<file path="src/rtl/pc_pkg.sv">
// Shared types and constants for the fetch-stage PC generator.
// Optional BTB is enabled with the PC_BTB_EN macro.
package pc_pkg;

    localparam int PC_XLEN = 32;

    localparam logic [PC_XLEN-1:0] PC_RESET_VEC = 32'h0000_0000;
    localparam logic [PC_XLEN-1:0] PC_TRAP_VEC  = 32'h0000_0100;

    // Tag is kept zero-extended to the full PC width.
    typedef struct packed {
        logic               valid;
        logic [PC_XLEN-1:0] tag;
        logic [PC_XLEN-1:0] target;
    } btb_entry_t;

    function automatic int off_w(input int inst_bytes);
        return $clog2(inst_bytes);
    endfunction

    function automatic int idx_w(input int depth);
        return $clog2(depth);
    endfunction

    function automatic int tag_w(input int xlen,
                                 input int inst_bytes,
                                 input int depth);
        return xlen - off_w(inst_bytes) - idx_w(depth);
    endfunction

endpackage

</file>
<file path="src/rtl/pc_btb.sv">
// Direct-mapped branch target buffer: lookup on the fetch PC,
// training from execute. Built only when PC_BTB_EN is defined.
module pc_btb
    import pc_pkg::*;
#(
    parameter int XLEN       = PC_XLEN,
    parameter int INST_BYTES = 4,
    parameter int BTB_DEPTH  = 16
) (
    input  logic            clk,
    input  logic            rst,
    input  logic [XLEN-1:0] pc,
    output logic            hit,
    output logic [XLEN-1:0] target,
    input  logic            upd_valid,
    input  logic [XLEN-1:0] upd_pc,
    input  logic [XLEN-1:0] upd_target,
    input  logic            upd_taken
);

    localparam int OW = off_w(INST_BYTES);
    localparam int IW = idx_w(BTB_DEPTH);

    localparam logic [XLEN-1:0] ALIGN = ~XLEN'(INST_BYTES - 1);

    btb_entry_t mem [BTB_DEPTH];

    logic [IW-1:0]      rd_idx;
    logic [IW-1:0]      wr_idx;
    logic [PC_XLEN-1:0] rd_tag;
    logic [PC_XLEN-1:0] wr_tag;
    btb_entry_t         rd;

    assign rd_idx = IW'(pc >> OW);
    assign wr_idx = IW'(upd_pc >> OW);
    assign rd_tag = PC_XLEN'(pc >> (OW + IW));
    assign wr_tag = PC_XLEN'(upd_pc >> (OW + IW));

    // Read-before-write: lookups see the array as of the last edge.
    assign rd     = mem[rd_idx];
    assign hit    = rd.valid && (rd.tag == rd_tag);
    assign target = XLEN'(rd.target);

    always_ff @(posedge clk) begin
        if (!rst) begin
            for (int i = 0; i < BTB_DEPTH; i++) begin
                mem[i].valid <= 1'b0;
            end
        end else if (upd_valid) begin
            if (upd_taken) begin
                mem[wr_idx] <= '{
                    valid:  1'b1,
                    tag:    wr_tag,
                    target: PC_XLEN'(upd_target & ALIGN)
                };
            end else if (mem[wr_idx].tag == wr_tag) begin
                mem[wr_idx].valid <= 1'b0;
            end
        end
    end

endmodule

</file>
<file path="src/rtl/pc_gen.sv">
// Fetch-stage PC register and next-PC priority mux.
// Define PC_BTB_EN to build the branch target buffer.
module pc_gen
    import pc_pkg::*;
#(
    parameter int              XLEN       = PC_XLEN,
    parameter logic [XLEN-1:0] RESET_VEC  = PC_RESET_VEC,
    parameter logic [XLEN-1:0] TRAP_VEC   = PC_TRAP_VEC,
    parameter int              INST_BYTES = 4,
    parameter int              BTB_DEPTH  = 16
) (
    input  logic            clk,
    input  logic            rst,
    input  logic            stall,
    input  logic            redirect_valid,
    input  logic [XLEN-1:0] redirect_pc,
    input  logic            trap_valid,
    input  logic            upd_valid,
    input  logic [XLEN-1:0] upd_pc,
    input  logic [XLEN-1:0] upd_target,
    input  logic            upd_taken,
    output logic [XLEN-1:0] pc,
    output logic            pc_valid,
    output logic            pred_taken,
    output logic [XLEN-1:0] npc
);

    localparam logic [XLEN-1:0] ALIGN = ~XLEN'(INST_BYTES - 1);

    logic [XLEN-1:0] seq_pc;
    logic            btb_hit;
    logic [XLEN-1:0] btb_target;

    assign seq_pc = pc + XLEN'(INST_BYTES);

`ifdef PC_BTB_EN
    pc_btb #(
        .XLEN       (XLEN),
        .INST_BYTES (INST_BYTES),
        .BTB_DEPTH  (BTB_DEPTH)
    ) u_btb (
        .clk        (clk),
        .rst        (rst),
        .pc         (pc),
        .hit        (btb_hit),
        .target     (btb_target),
        .upd_valid  (upd_valid),
        .upd_pc     (upd_pc),
        .upd_target (upd_target),
        .upd_taken  (upd_taken)
    );
`else
    logic unused_upd;

    assign unused_upd = ^{upd_valid, upd_pc, upd_target, upd_taken};
    assign btb_hit    = 1'b0;
    assign btb_target = '0;
`endif

    assign pred_taken = btb_hit;
    assign npc        = btb_hit ? btb_target : seq_pc;

    always_ff @(posedge clk) begin
        if (!rst) begin
            pc       <= RESET_VEC & ALIGN;
            pc_valid <= 1'b0;
        end else begin
            pc_valid <= 1'b1;
            // Trap and redirect both win over a hazard stall.
            if (trap_valid) begin
                pc <= TRAP_VEC & ALIGN;
            end else if (redirect_valid) begin
                pc <= redirect_pc & ALIGN;
            end else if (!stall) begin
                pc <= npc;
            end
        end
    end

endmodule

</file>
<file path="config.mk">
export PLATFORM = sky130hd
export DESIGN_NAME = pc_gen
export DESIGN_NICKNAME = d
export VERILOG_FILES = /design/src/rtl/pc_pkg.sv /design/src/rtl/pc_btb.sv /design/src/rtl/pc_gen.sv
export SDC_FILE = /design/constraint.sdc
export NUM_CORES = 1
export LEC_CHECK = 0
export CORE_ASPECT_RATIO = 0.7
export CORE_MARGIN = 2
export CORE_UTILIZATION = 32
export CTS_CLUSTER_SIZE = 8
export DETAILED_ROUTE_END_ITERATION = 6
export MAX_ROUTING_LAYER = met4
export PLACE_DENSITY = 0.77
export RECOVER_POWER = 25
export SYNTH_ARGS = -nofsm -noshare
export SYNTH_HDL_FRONTEND = slang
export SYNTH_SLANG_ARGS = --single-unit
</file>
<file path="constraint.sdc">
create_clock -name clk -period 2 [get_ports clk]
set_input_delay 0.3 -clock clk [delete_from_list [all_inputs] [get_ports clk]]
set_output_delay 0.3 -clock clk [all_outputs]
set_load 0.01 [all_outputs]
</file>
==> flow_summary.ini <==
[outcome]
status = finished with violations
violations = negative setup slack

[detailed_routing]
drcViolationCount = 0
routed_wl_um = 11500
avgRoutedWirePerCell_um = 19.3
vias = 3442
ant_nets = 0
first_iter_violations = 392
drtPass1Iterations = 7
via_per_inst = 5.78

[finish]
antenna_cells = 0
seqCellArea_um2 = 661
design_area_mm2 = 0.00465
num-fill-cells = 525
layout-drive-gt1-share_pct = 43.5
areaGrowthSynthToFinish_pct = 96.1
multiInputGateArea_mm2 = 0.00193
fin_nets = 600

[worst_setup_path]
crit_path_end_kind = output pin
required_ps = 1700
crit_type = reg -> out
worstPathArrival_ps = 1990
path_max_fanout = 8
startpoint_type = flop

[clock_network]
postCtsHoldBufs = 0
htreeDepth = 2
cts_buffers = 5
cts_tree = done
cts_buffer_depth = 2
clkLatencyLatePin_ps = 280
clockRootBuffer = clkbuf_8
cts_sinks = 31
clk_pin_slew_ps = 70

[power_and_ir_drop]
leakage_uw = 0.00199
combPwrFrac_pct = 26.1
swShare_pct = 27.9
power_frac_seq_pct = 37.4
cellPowerDensity_mw_per_mm2 = 387
netSwitchingPower_uw = 502
vdd_drop_max_uv = 260
clockPowerShare_pct = 36.5
p_int_uw = 1300

[logic_synthesis]
netlist_area_mm2 = 0.00237
synth-edff-count = 0
yosysUniqueCellTypes = 46
synth_top_area_share_pct = 26.2
synthTopCellsByArea = dfxtp_1 26%, xnor2_1 8.1%, o21ai_0 5.7%
ys.flop_type = dfxtp_1
syn_inst = 316
avgSynthCellArea_um2 = 7.51
async_flop_share_pct = 0
synth_warnings = 0
yosysTopAreaCell = dfxtp_1
ys_ff_latch = 31
synth_sequential_area_ratio_pct = 26.2

[sta]
worst_hold_slack_ps = 582
finalSetupViolCount = 39
timing.final.ws_setup_ps = -285
max_slew.worst_pin.slew_ps = 791
hold_viol_final = 0
min_period_ps = 2290
finalClockSkew_ps = 5.47
rsz0062_at_grt = yes
post-route-period-util_pct = 114
relSlewSlack_pct = 47.2
maxClockFrequency_mhz = 438
slew_violations = 0

[grt]
antenna_found_initial = 0
grt_max_degree = 51
grt_usage_pct = 25.1
first_global_vias = 3100
overflow = 0
grt_pass1_wl_um = 15800

[worst_hold_path]
hold_path_class = in -> reg

[placement]
preCtsSetupSlack_ps = -394
placed_cell_area_mm2 = 0.00391
place_congestion = 0.944
place_hpwl_um = 6870
port_buffers = 95

[floorplanning]
core-area_mm2 = 0.00725
ios = 169
die_w_um = 107
row_count = 26
initial_core_util_pct = 32.7
dieHeight_um = 76.0
fp.dieArea_mm2 = 0.00813

[run]
drv_cap = 0
worst max-delay path, stage by stage (launching register included):
cell     delay [ps]
dfxtp_2         350
nand4_1         150
or4_4           560
buf_12          170
nor3_4          170
xor2_1          150
buf_2           150
worst paths after layout:
check	slack, ps	startpoint	cells past startpoint	endpoint
worst min-delay path	580	redirect_pc[2]	3	pc[2]
worst min register to register	650	pc[31]	3	pc[31]
worst max register to register	-100	pc[9]	8	pc[24]
worst max-delay path	-290	pc[8]	6	npc[23]
logic make-up after synthesis:
| kind of cell | after synthesis | share of synthesized area, % |
|---|---|---|
| AND/OR/NAND/NOR | 133 | 32.3 |
| AO/OA/AOI/OAI | 72 | 18.7 |
| buffers and inverters | 40 | 8.02 |
| XOR/XNOR | 37 | 13.7 |
| flip-flops | 31 | 26.2 |
| adder cells (fa/ha/maj) | 1 | 0.527 |
| other | 1 | 0.158 |
| multiplexers | 1 | 0.422 |
power groups by stage:
stage | Clock, uW | Combinational [uW] | Sequential, uW
finish | 656 | 469 | 673
global route | 684 | 496 | 674
CTS | 650 | 422 | 667
detailed placement | 0 | 424 | 679
global placement | 0 | 417 | 678
floorplan | 0 | 154 | 701
what timing repair did:
item | CTS | global route
gates resized for setup | 133 | 79
pin swaps | 20 | 39
cloned | 0 | 1
buffers inserted | 13 | 22
setup endpoints to repair | 30 | 39
layer usage:
metal | global-route usage (%) | up-vias | routed length, um
met5 | - | - | 0
met4 | 9.22 | 0 | 490
met3 | 3.93 | 58 | 886
met2 | 37.8 | 224 | 5240
met1 | 34.0 | 1641 | 4860
li1 | - | 1519 | -
synth_stat cells, types with 10 or more instances:
| master | instances |
|---|---|
| nand3_1 | 12 |
| o31ai_1 | 12 |
| or4_1 | 13 |
| a31oi_1 | 15 |
| nand2_1 | 27 |
| xnor2_1 | 22 |
| a21oi_1 | 10 |
| o21ai_0 | 27 |
| nor2_1 | 20 |
| nand4_1 | 14 |
| dfxtp_1 | 31 |
| xor2_1 | 15 |
| clkbuf_1 | 16 |
area by class of cell:
type                    instances  share of cell area [%]
inverters                       5                   0.403
repair buffers                204                    38.8
flip-flops and latches         31                    14.2
well taps                      98                    2.64
multi-input cells             249                    41.5
clock inverters                 2                   0.753
clock buffers                   6                    1.77
state kept, by name, indices dropped and copies added, names as in the netlist:
signal,cells
pc,30
pc_valid,1
cells in the final DEF (no fill, tap or decap), types with 5 or more instances in the layout:
cell             Yosys  layout
clkdlybuf4s50_1      0      60
o21ai_0             27      27
nand3_1             12       7
dlygate4sd3_1        0       7
conb_1               1       5
dfxtp_2              0      23
o31ai_1             12      11
or4_4                2       6
dlygate4sd2_1        0       5
or3_1                7       6
nand2_1             27      22
xnor2_1             22      17
clkbuf_8             0       6
nor2_1              20      12
a21oi_1             10      10
nor2_4               0       6
buf_4                5      80
a31oi_1             15      13
dfxtp_1             31       5
xor2_1              15      15
buf_2                9      19
buf_6                1      24
nand4_1             14      14
or4_1               13       9
per-stage QoR:
stage	std cells	util [%]	TNS (ps)	power, uW
3_3_place_gp	555	53.9	-6640	1090
4_1_cts	575	57.9	-2620	1740
3_5_place_dp	555	53.9	-7840	1100
6_report	595	64.1	-4320	1800
5_1_grt	595	64.1	-6270	1850
2_1_floorplan	320	-	-159	855
(Power assumes the default switching activity.)
